### config.mk
export PLATFORM = sky130hd
export DESIGN_NAME = regx_init_flat
export DESIGN_NICKNAME = d
export VERILOG_FILES = /design/src/rtl/regx_init_if.sv /design/src/rtl/regx_init.sv /design/src/flat_wrapper.sv
export SDC_FILE = /design/constraint.sdc
export NUM_CORES = 1
export LEC_CHECK = 0
export CAP_MARGIN = 20
export CORE_UTILIZATION = 44
export DETAILED_ROUTE_END_ITERATION = 12
export PLACE_DENSITY = 0.83
export REMOVE_ABC_BUFFERS = 1
export SETUP_SLACK_MARGIN = 0.4
export SKIP_CTS_REPAIR_TIMING = 1
export SYNTH_ARGS = -nofsm -noshare
export SYNTH_HDL_FRONTEND = slang
export SYNTH_SLANG_ARGS = --single-unit
### constraint.sdc
create_clock -name clk -period 1.9 [get_ports clk]
set_input_delay 0.475 -clock clk [delete_from_list [all_inputs] [get_ports clk]]
set_output_delay 0.475 -clock clk [all_outputs]
set_load 0.01 [all_outputs]
### src/rtl/regx_init_if.sv
// Command/response handshake bundle for the regx init sequencer.
// master = requester, slave = regx_init.
interface regx_init_if;
    logic       cmd_vld;
    logic       cmd_rdy;
    logic [1:0] cmd_op;
    logic [6:0] cmd_addr;
    logic [7:0] cmd_wdat;
    logic [7:0] cmd_mask;
    logic       rsp_vld;
    logic       rsp_rdy;
    logic [7:0] rsp_dat;
    logic       rsp_err;

    modport master (
        output cmd_vld, cmd_op, cmd_addr, cmd_wdat, cmd_mask, rsp_rdy,
        input  cmd_rdy, rsp_vld, rsp_dat, rsp_err
    );

    modport slave (
        input  cmd_vld, cmd_op, cmd_addr, cmd_wdat, cmd_mask, rsp_rdy,
        output cmd_rdy, rsp_vld, rsp_dat, rsp_err
    );
endinterface

### src/rtl/regx_init.sv
// Register-bus init sequencer: write, read, read-modify-write and
// bounded poll commands, one at a time, with registered bus strobes.
module regx_init #(
    parameter logic [7:0] POLL_MAX = 8'd15
) (
    input  logic        clk,
    input  logic        rrst,
    regx_init_if.slave  cmd,
    output logic        regx_r,
    output logic        regx_w,
    output logic [6:0]  regx_addr,
    output logic [7:0]  regx_wdat,
    input  logic [7:0]  regx_rdat
);

    typedef enum logic [2:0] {
        IDLE,
        RADR,
        RDAT,
        WRT,
        RSP
    } state_e;

    localparam logic [1:0] OP_WR  = 2'b00;
    localparam logic [1:0] OP_RD  = 2'b01;
    localparam logic [1:0] OP_RMW = 2'b10;

    state_e     state_q;
    logic [1:0] op_q;
    logic [7:0] wdat_q;
    logic [7:0] mask_q;
    logic [7:0] cnt_q;
    logic       cmd_rdy_q;
    logic       rsp_vld_q;
    logic [7:0] rsp_dat_q;
    logic       rsp_err_q;
    logic       regx_r_q;
    logic       regx_w_q;
    logic [6:0] regx_addr_q;
    logic [7:0] regx_wdat_q;

    // Merge uses the live read data so the write can issue straight from RDAT.
    logic [7:0] rmw_wdat_d;
    logic       poll_hit_d;

    assign rmw_wdat_d = (regx_rdat & ~mask_q) | (wdat_q & mask_q);
    assign poll_hit_d = ((regx_rdat ^ wdat_q) & mask_q) == 8'h00;

    always_ff @(posedge clk) begin
        if (rrst) begin
            state_q     <= IDLE;
            op_q        <= OP_WR;
            wdat_q      <= 8'h00;
            mask_q      <= 8'h00;
            cnt_q       <= 8'h00;
            cmd_rdy_q   <= 1'b1;
            rsp_vld_q   <= 1'b0;
            rsp_dat_q   <= 8'h00;
            rsp_err_q   <= 1'b0;
            regx_r_q    <= 1'b0;
            regx_w_q    <= 1'b0;
            regx_addr_q <= 7'h00;
            regx_wdat_q <= 8'h00;
        end else begin
            unique case (state_q)
                IDLE: begin
                    if (cmd.cmd_vld) begin
                        op_q        <= cmd.cmd_op;
                        wdat_q      <= cmd.cmd_wdat;
                        mask_q      <= cmd.cmd_mask;
                        regx_addr_q <= cmd.cmd_addr;
                        cnt_q       <= 8'h00;
                        rsp_err_q   <= 1'b0;
                        cmd_rdy_q   <= 1'b0;
                        if (cmd.cmd_op == OP_WR) begin
                            state_q     <= WRT;
                            regx_w_q    <= 1'b1;
                            regx_wdat_q <= cmd.cmd_wdat;
                        end else begin
                            state_q  <= RADR;
                            regx_r_q <= 1'b1;
                        end
                    end
                end
                RADR: begin
                    regx_r_q <= 1'b0;
                    state_q  <= RDAT;
                end
                RDAT: begin
                    rsp_dat_q <= regx_rdat;
                    if (op_q == OP_RMW) begin
                        state_q     <= WRT;
                        regx_w_q    <= 1'b1;
                        regx_wdat_q <= rmw_wdat_d;
                    end else if (op_q == OP_RD || poll_hit_d) begin
                        state_q   <= RSP;
                        rsp_vld_q <= 1'b1;
                    end else if (cnt_q < POLL_MAX) begin
                        cnt_q    <= cnt_q + 8'd1;
                        state_q  <= RADR;
                        regx_r_q <= 1'b1;
                    end else begin
                        state_q   <= RSP;
                        rsp_vld_q <= 1'b1;
                        rsp_err_q <= 1'b1;
                    end
                end
                WRT: begin
                    regx_w_q  <= 1'b0;
                    state_q   <= RSP;
                    rsp_vld_q <= 1'b1;
                    if (op_q == OP_WR) begin
                        rsp_dat_q <= wdat_q;
                    end
                end
                RSP: begin
                    if (cmd.rsp_rdy) begin
                        rsp_vld_q <= 1'b0;
                        cmd_rdy_q <= 1'b1;
                        state_q   <= IDLE;
                    end
                end
                default: begin
                    state_q   <= IDLE;
                    cmd_rdy_q <= 1'b1;
                    rsp_vld_q <= 1'b0;
                    regx_r_q  <= 1'b0;
                    regx_w_q  <= 1'b0;
                end
            endcase
        end
    end

    assign cmd.cmd_rdy = cmd_rdy_q;
    assign cmd.rsp_vld = rsp_vld_q;
    assign cmd.rsp_dat = rsp_dat_q;
    assign cmd.rsp_err = rsp_err_q;
    assign regx_r      = regx_r_q;
    assign regx_w      = regx_w_q;
    assign regx_addr   = regx_addr_q;
    assign regx_wdat   = regx_wdat_q;

endmodule

### src/flat_wrapper.sv
// flat-port wrapper written by rule: the top's interface ports become plain ports
module regx_init_flat 
#(
    parameter logic [7:0] POLL_MAX = 8'd15
)
  (clk, rrst, regx_r, regx_w, regx_addr, regx_wdat, regx_rdat, cmd_cmd_vld, cmd_cmd_op, cmd_cmd_addr, cmd_cmd_wdat, cmd_cmd_mask, cmd_rsp_rdy, cmd_cmd_rdy, cmd_rsp_vld, cmd_rsp_dat, cmd_rsp_err);
  regx_init_if cmd_i ();
  input  logic clk;
  input  logic rrst;
  output logic regx_r;
  output logic regx_w;
  output logic [6:0] regx_addr;
  output logic [7:0] regx_wdat;
  input  logic [7:0] regx_rdat;
  input wire logic [$bits(cmd_i.cmd_vld)-1:0] cmd_cmd_vld;
  input wire logic [$bits(cmd_i.cmd_op)-1:0] cmd_cmd_op;
  input wire logic [$bits(cmd_i.cmd_addr)-1:0] cmd_cmd_addr;
  input wire logic [$bits(cmd_i.cmd_wdat)-1:0] cmd_cmd_wdat;
  input wire logic [$bits(cmd_i.cmd_mask)-1:0] cmd_cmd_mask;
  input wire logic [$bits(cmd_i.rsp_rdy)-1:0] cmd_rsp_rdy;
  output wire logic [$bits(cmd_i.cmd_rdy)-1:0] cmd_cmd_rdy;
  output wire logic [$bits(cmd_i.rsp_vld)-1:0] cmd_rsp_vld;
  output wire logic [$bits(cmd_i.rsp_dat)-1:0] cmd_rsp_dat;
  output wire logic [$bits(cmd_i.rsp_err)-1:0] cmd_rsp_err;
  assign cmd_i.cmd_vld = cmd_cmd_vld;
  assign cmd_i.cmd_op = cmd_cmd_op;
  assign cmd_i.cmd_addr = cmd_cmd_addr;
  assign cmd_i.cmd_wdat = cmd_cmd_wdat;
  assign cmd_i.cmd_mask = cmd_cmd_mask;
  assign cmd_i.rsp_rdy = cmd_rsp_rdy;
  assign cmd_cmd_rdy = cmd_i.cmd_rdy;
  assign cmd_rsp_vld = cmd_i.rsp_vld;
  assign cmd_rsp_dat = cmd_i.rsp_dat;
  assign cmd_rsp_err = cmd_i.rsp_err;
  regx_init #(.POLL_MAX(POLL_MAX)) u_core (.clk(clk), .rrst(rrst), .cmd(cmd_i), .regx_r(regx_r), .regx_w(regx_w), .regx_addr(regx_addr), .regx_wdat(regx_wdat), .regx_rdat(regx_rdat));
endmodule
==> impl_metrics.ini <==
[detailed_routing]
dr_total_vias = 2664
antenna_left = 0
firstDrtPassIters = 4
wl_per_cell_um = 15.6
drt_wl_total_um = 7590
drcViolationCount = 0
drtIter0Drc = 211
vias_per_cell = 5.48

[hold_path]
hold_path.class = input pin to flip-flop

[run]
max-cap-violations = 0

[global_routing]
gr-total-overflow = 0
antenna_found_initial = 0
grt_usage_pct = 23.9
grt_max_degree = 27
grt_pass1_wl_um = 11200
first_global_vias = 2465

[logic_synthesis]
avgSynthCellArea_um2 = 7.85
synth_top_cell_area_share_pct = 45.4
synth_seq_cells = 57
ys.flop_type = dfxtp_1
seq_area_frac_synth_pct = 45.4
synth_edf_count = 0
synthArstFlopShare_pct = 0
synth_cell_types = 38
synth.largest_area_cell = dfxtp_1
synth_area_mm2 = 0.00251
synth_warnings = 0
yosysMostFrequentCell = nand2_1
ys_top_cells_by_area = dfxtp_1 45%, a21oi_1 12%, nand2_1 9.7%
synthTopCellsByCount = 65 x nand2_1, 61 x a21oi_1, 57 x dfxtp_1, 31 x nor2_1, 18 x clkbuf_1
postSynthCellCount = 320

[critical_path]
cp_top_family = simple AND/OR/NAND/NOR gates
timing.rr.start = u_core.cnt_q[6]$_SDFFE_PP0P_
cp.required_ps = 2160
worst-path-stages = 6
worstPathMaxFanout = 2
crit_type = flip-flop to flip-flop
path_cells = or4_4 -> a31oi_4 -> and2_4 -> nand2_2 -> or4b_1 -> a31oi_1
reg2reg_to = u_core.cnt_q[3]$_SDFFE_PP0P_
reg2regPathDepth = 6
crit_path_end = u_core.cnt_q[3]$_SDFFE_PP0P_
path_buf_inv = 0
reg2reg_slack_ps = -170
crit_path_start_kind = flip-flop
slowest_delay_ps = 530
cp.arrival_ps = 2330
startpoint = u_core.cnt_q[6]$_SDFFE_PP0P_
worst_path_max_delay_cell = or4_4
crit_path_end_kind = flip-flop

[timing]
worstMarginPinSlew_ps = 391
fin_crit_sh_pct = 109
hold_viol_final = 0
fmax_mhz = 483
fin_setup_tns_ps = -169
drv_slew = 0
setup_viol = 1
skew_ps = 9.42
maxSlewHeadroom_pct = 73.8
fin_ws_ps = -169
period_minus_slack_ps = 2070
rsz0062_at_grt = true

[clocking]
cts_root_buffer = clkbuf_8
clock_sinks = 57
tritoncts = yes
cts_max_level = 3
cts_made_buffers = 9
clk_pin_slew_ps = 70
clockBufferDepth = 2
clock_latency_ps = 340

[floorplanning]
rows = 27
start_util_pct = 45.6
ioPinCount = 65
die_area_mm2 = 0.00602
die_w_um = 77.6
die_h_um = 77.6
core_area_mm2 = 0.00551

[place]
dp.cells = 467
dp_hpwl_um = 4690
place_congestion = 0.843
io_buffers = 64
place_area_mm2 = 0.00342

[status]
status = finished, violations left
violations = negative setup slack

[power_and_ir_drop]
power.leakage_nw = 2.04
peakVddDrop_mv = 0.608
power.density_mw_per_mm2 = 872

[final_layout]
drive_above_1_share_pct = 21.0
final_area_mm2 = 0.00394
diodes = 0
layout.nets = 448
final_core_util_pct = 71.6
finalNonFillerCells = 486
synthToLayoutAreaGrowth_pct = 56.9
==> per-stage QoR <==
| step | hold slack (ps) | setup WS, ps | power, mW |
|---|---|---|---|
| 2_1_floorplan | 431 | -594 | 1.67 |
| 3_3_place_gp | 441 | -282 | 2.02 |
| 3_5_place_dp | 452 | -309 | 2.04 |
| 4_1_cts | 414 | -115 | 3.34 |
| 5_1_grt | 436 | -196 | 3.59 |
| 6_report | 436 | -169 | 3.44 |
==> worst min-delay path by stage <==
stage	from	end	cells past startpoint
6_report	rrst	u_core.regx_w$_SDFFE_PP0P_	2
5_1_grt	rrst	u_core.regx_r$_SDFFE_PP0P_	2
4_1_cts	rrst	u_core.regx_w$_SDFFE_PP0P_	2
3_5_place_dp	u_core.cnt_q[7]$_SDFFE_PP0P_	u_core.cnt_q[7]$_SDFFE_PP0P_	1
3_3_place_gp	u_core.regx_addr[4]$_SDFFE_PP0P_	u_core.regx_addr[4]$_SDFFE_PP0P_	2
2_1_floorplan	u_core.cnt_q[5]$_SDFFE_PP0P_	u_core.cnt_q[5]$_SDFFE_PP0P_	1
==> registers in the layout (all words and copies together) (netlist names), 2 cells and up <==
signal              cells
u_core.cnt_q            8
u_core.mask_q           8
u_core.wdat_q           8
u_core.regx_addr        7
u_core.state_q          3
u_core.cmd.rsp_dat      8
u_core.regx_wdat        8
u_core.op_q             2
==> layout make-up <==
type	count	area (um2)
Fill cell	400	1570
Multi-Input combinational cell	239	1430
Sequential cell	57	1150
Timing Repair Buffer	99	1030
Clock buffer	13	169
Tap cell	72	90.1
Clock inverter	2	60.1
Inverter	4	15.0
==> per-layer routing <==
metal  vias up  global-route usage, %  share of wire (%)  routed length [um]
met2       131                   41.7                 50                3810
met4         0                   8.87                2.6                 199
met3        20                   6.47                7.0                 533
met5         -                      0                  0                   0
met1      1235                   27.8                 40                3040
li1       1278                      -                  -                   -
==> placed cells by master (no fill, tap or decap), drive strengths merged, types with 4 or more instances in the layout <==
cell type      instances
nor2                  31
dfxtp                 57
nand3                 13
dlymetal6s2s          39
and2                   5
a22oi                  4
nand2                 66
a21oi                 61
clkdlybuf4s50         24
buf                   36
a211oi                 8
clkbuf                13
mux2i                  8
o21ai                  5
inv                    4
xor2                   8
nand2b                 4
==> power breakdown <==
group / switching, mW / internal [mW]
Sequential: 0.0883 / 1.28
Combinational: 0.377 / 0.376
Clock: 0.477 / 0.840
==> kinds of logic after synthesis <==
logic type / Yosys count / share of synthesized area, %
flops: 57 / 45.4
fa+ha+maj: 1 / 0.498
mux: 8 / 3.19
buf+inv: 24 / 3.59
xor+xnor: 9 / 3.14
compound gates: 89 / 20.4
simple gates: 132 / 23.8
Note: power is estimated with default switching activity, not from simulation.
==> patch 1: new RTL, config.mk and constraints unchanged <==
Re-encode `state_e` (5 states) as one-hot, 5 bits wide.
--- a/src/rtl/regx_init.sv
+++ b/src/rtl/regx_init.sv
@@ -14,10 +14,10 @@
 );
 
-    typedef enum logic [2:0] {
-        IDLE,
-        RADR,
-        RDAT,
-        WRT,
-        RSP
+    typedef enum logic [4:0] {
+        IDLE = 5'b00001,
+        RADR = 5'b00010,
+        RDAT = 5'b00100,
+        WRT  = 5'b01000,
+        RSP  = 5'b10000
     } state_e;
 
Check against the original RTL: no difference found for any inputs over 10 cycles, from zero or initial values and one cycle with rrst high; not proved beyond that.
==> patch 1 against the original RTL <==
Hold slack better by 21 ps; setup slack better by 150 ps; cell area is 21% higher; global-route usage decreased by 0.66 points; sequential cell count increased by 2; the run still ends with negative setup slack left; routed wire length up 41%; core utilization rose by 7.1 points; synthesized area rose by 13%; highest routed layer unchanged.
Power is not compared: it rests on default switching activity, and its combinational part moved more than twofold at a synthesized area within 25%.
==> patch 1: results (changes against the original RTL) <==
vias in the first global route - 2,706 (+9.8%)
initial DRC count - 347 (+64%)
critical path arrival - 2190 ps (-140 ps)
GRT Total Usage - 23.23% (-0.66 points)
wire length of the first global-routing pass - 11.85 mm (+6.2%)
layout cells sized above 1 - 36.53% (+16 points)
clk_skew - 7.130 ps (-2.287 ps)
Synth cell types - 50 (+32%)
placed cells - 493 (+5.6%)
Slowest-stage cell, CP - a2111oi_1
DP Wirelength - 5.060 mm (+7.9%)
setup TNS - -21.89 ps (+147.5 ps)
Seq/Total Area, Yosys - 41.62% (-3.8 points)
via count - 3,251 (+22%)
Routed WL per cell - 20.44 um (+31%)
# nets final - 482 (+7.6%)
R2R depth - 8 (+2)
GP Congestion - 0.8803 (+4.4%)
Critical Path Max Stage Delay - 430 ps (-100 ps)
Avg Cell Area, Syn - 8.346 sq um (+6.3%)
pin count of the biggest net entering global routing - 34 (+26%)
status - finished with violations
share of the synthesized area in the top cell type - 41.62% (-3.8 points)
synth top area cells - dfxtp_1 (42%), nand2_1 (8.9%), a21oi_1 (6.9%), mux2i_1 (5.6%), nor2_1 (4.5%)
PnR worst setup slack - -21.89 ps (+147.5 ps)
placed cell areas - 3742 sq um (+9.5%)
worst-path maximum fanout - 4 (+2)
Non-Filler Instances - 524 (+7.8%)
Longest Clk Path Bufs - 2 (unchanged)
TritonRoute pass-1 iters - 5 (+1)
Post-synth top cells - nand2_1 (67), dfxtp_1 (59), a21oi_1 (39)
hold crit path type - reg2reg
Largest delay share family, worst path - compound AO/OA/AOI/OAI gates
pre-CTS setup slack - -477.9 ps (-169.2 ps)
failing checks - negative setup slack
Slew Limit Headroom - 68.59% (-5.2 points)
# setup viols final - 1 (unchanged)
[patch 1: cell types whose count changed in the layout (fill, tap and decap cells not counted), sizes merged, moves of 3 or more]
cell	before	now
clkinv	0	3
nor2	31	34
buf	36	48
a211o	1	8
mux2i	8	16
nand3	13	10
or2	0	3
inv	4	1
a2111oi	0	4
clkbuf	13	16
a21oi	61	39
[patch 1: routing by layer]
metal	global-route usage [%]	vias up	part of all wire (%)
met4	6.316	0	4.8
met2	40.00	233	49
met1	27.49	1540	37
li1	-	1408	-
met5	0	-	0
met3	7.692	70	9.0
[patch 1: cell families after synthesis]
logic type               after synthesis  share of synthesized area [%]
AND/OR/NAND/NOR                      145                          24.43
AO/OA/AOI/OAI                         81                          19.18
flip-flops                            59                          41.62
buffers and inverters                 24                          4.189
multiplexers                          18                          6.437
XOR/XNOR                              12                          3.704
adder cells (fa/ha/maj)                1                         0.4408
[patch 1: where the power goes]
part | switching (mW) | total [mW] | internal, mW
Combinational | 1.38 | 2.72 | 1.34
Clock | 0.507 | 1.31 | 0.803
Sequential | 0.206 | 1.67 | 1.46
Total | 2.09 | 5.69 | 3.60
[patch 1: worst paths after layout]
| kind | from | endpoint | slack, ps |
|---|---|---|---|
| hold / removal | u_core.regx_addr[3] | u_core.regx_addr[3] | 460 |
| hold reg to reg | u_core.regx_addr[3] | u_core.regx_addr[3] | 460 |
| setup / recovery | u_core.state_q[2] | u_core.regx_r | -20 |
| setup reg to reg | u_core.state_q[2] | u_core.regx_r | -20 |
[patch 1: layout make-up]
cell class / instances / area (sq um)
clock buffer: 11 / 151.4
multi-input combinational: 257 / 1968
tap: 75 / 93.84
inverter: 1 / 3.754
fill: 331 / 1292
clock inverter: 5 / 75.07
timing repair buffer: 116 / 1280
sequential: 59 / 1196
==> patch 2: new RTL, config.mk and constraints unchanged <==
Without the edit above. `POLL_MAX` is set to 8'd15 in 2 places; all go to 8'd8.
--- a/src/rtl/regx_init.sv
+++ b/src/rtl/regx_init.sv
@@ -2,5 +2,5 @@
 // bounded poll commands, one at a time, with registered bus strobes.
 module regx_init #(
-    parameter logic [7:0] POLL_MAX = 8'd15
+    parameter logic [7:0] POLL_MAX = 8'd8
 ) (
     input  logic        clk,
--- a/src/flat_wrapper.sv
+++ b/src/flat_wrapper.sv
@@ -2,5 +2,5 @@
 module regx_init_flat 
 #(
-    parameter logic [7:0] POLL_MAX = 8'd15
+    parameter logic [7:0] POLL_MAX = 8'd8
 )
   (clk, rrst, regx_r, regx_w, regx_addr, regx_wdat, regx_rdat, cmd_cmd_vld, cmd_cmd_op, cmd_cmd_addr, cmd_cmd_wdat, cmd_cmd_mask, cmd_rsp_rdy, cmd_cmd_rdy, cmd_rsp_vld, cmd_rsp_dat, cmd_rsp_err);
Check against the original RTL: same outputs for any inputs over 10 cycles, from zero or initial values and one cycle with rrst high; that may be too few to reach the edited logic, so the function may still have changed.
==> patch 2 against the original RTL <==
Core utilization decreased by 1.1 points; routed wire length increased by 3.3%; sequential cell count unchanged; critical path type unchanged; via count increased by 2.0%; synthesized area increased by 4.0%; critical path depth unchanged; critical endpoint is now u_core.cnt_q[2]; first-iteration DRC count increased by 3.3%; hold slack improved by 15 ps; setup slack improved by 410 ps; total power decreased by 9.0%; sequential share of layout area decreased by 0.14 points; cell area increased by 0.25%.
==> patch 2: results (changes against the original RTL) <==
Worst VDD drop - 0.0004467 V (-27%)
worst-path maximum fanout - 4 (+2)
Critical path origin - u_core.state_q[1]
layout buffering overhead excluding clock cells - 26.60% (+0.54 points)
vias in the first global route - 2,348 (-4.7%)
Reg power frac - 43.8% (+4.0 points)
Synth cell types - 45 (+18%)
Post-synth top cells - nand2_1 (59), dfxtp_1 (57), a21oi_1 (49)
Finished Cell Area - 3951 sq um (+0.25%)
Post-Syn Instances - 321 (+0.31%)
GRT Total Usage - 22.73% (-1.2 points)
invs w/o clock - 2 (-2)
placed cell areas - 3428 sq um (+0.33%)
Total Power - 3.126 mW (-9.0%)
flop-to-flop setup slack - 240 ps (+410 ps)
hold crit path type - reg2reg
leakage - 2.102 nW (+3.0%)
placed cells - 461 (-1.3%)
layout cells sized above 1 - 20.81% (-0.20 points)
GP Congestion - 0.8893 (+5.5%)
wire length of the first global-routing pass - 10.91 mm (-2.2%)
Synth Area in Adders - 0.4789% (-0.019 points)
synth top area cells - dfxtp_1 (44%), a21oi_1 (9.4%), nand2_1 (8.5%), mux2i_1 (6.5%), nor2_1 (5.3%)
multi-input logic area - 1500 sq um (+5.3%)
Buffers excl. clock - 103 (+4.0%)
Seq/Total Area, Yosys - 43.68% (-1.7 points)
Routed WL per cell - 15.99 um (+2.4%)
initial DRC count - 218 (+3.3%)
clk_skew - 8.719 ps (-0.6975 ps)
status - complete, no violations
Via density - 5.547 (+1.2%)
XOR/XNOR Fraction of Synth Area - 2.682% (-0.46 points)
multi-input gates - 243 (+1.7%)
Non-Filler Instances - 490 (+0.82%)
mux cell area share after synthesis - 6.513% (+3.3 points)
# nets final - 454 (+1.3%)
pre-CTS setup slack - -236.2 ps (+72.47 ps)
r2r endpoint - u_core.cnt_q[2]
Seq area share - 29.16% (-0.14 points)
critical path arrival - 1940 ps (-390 ps)
Slew Limit Headroom - 74.53% (+0.77 points)
min cycle time layout - 1663 ps (-405.9 ps)
Compound-Gate Fraction of Synth Area - 18.92% (-1.5 points)
DP Wirelength - 4.736 mm (+0.97%)
Slowest-stage cell, CP - dfxtp_4
Sw Ratio - 30.20% (+2.8 points)
clk cell area share - 3.800% (-2.0 points)
CLK BUF - 12 (-1)
Critical Path Max Stage Delay - 360 ps (-170 ps)
==> patch 2: cell types whose count changed after synthesis, sizes merged, moves of 3 or more <==
cell    delta
nand3      -8
buf       +11
mux2i      +9
o21ai      +3
clkbuf    -12
a21oi     -12
nand2      -7
nor2       +7
==> patch 2: routing by layer <==
metal	track usage (%)	vias up	share of wire [%]
met3	5.057	21	7.9
met1	29.46	1280	41
li1	-	1302	-
met2	35.60	115	48
met5	0	-	0
met4	10.91	0	2.3
==> patch 2: worst min-delay path by stage <==
stage | cells after the start | startpoint | end | slack (ps)
detailed placement | 2 | u_core.regx_addr[5] | u_core.regx_addr[5] | 450
floorplan | 2 | u_core.cnt_q[3] | u_core.cnt_q[3] | 430
global placement | 2 | u_core.cnt_q[3] | u_core.cnt_q[3] | 440
global route | 2 | u_core.cmd.cmd_rdy | u_core.cmd.cmd_rdy | 480
CTS | 2 | u_core.regx_addr[5] | u_core.regx_addr[5] | 450
finish | 2 | u_core.regx_addr[5] | u_core.regx_addr[5] | 450
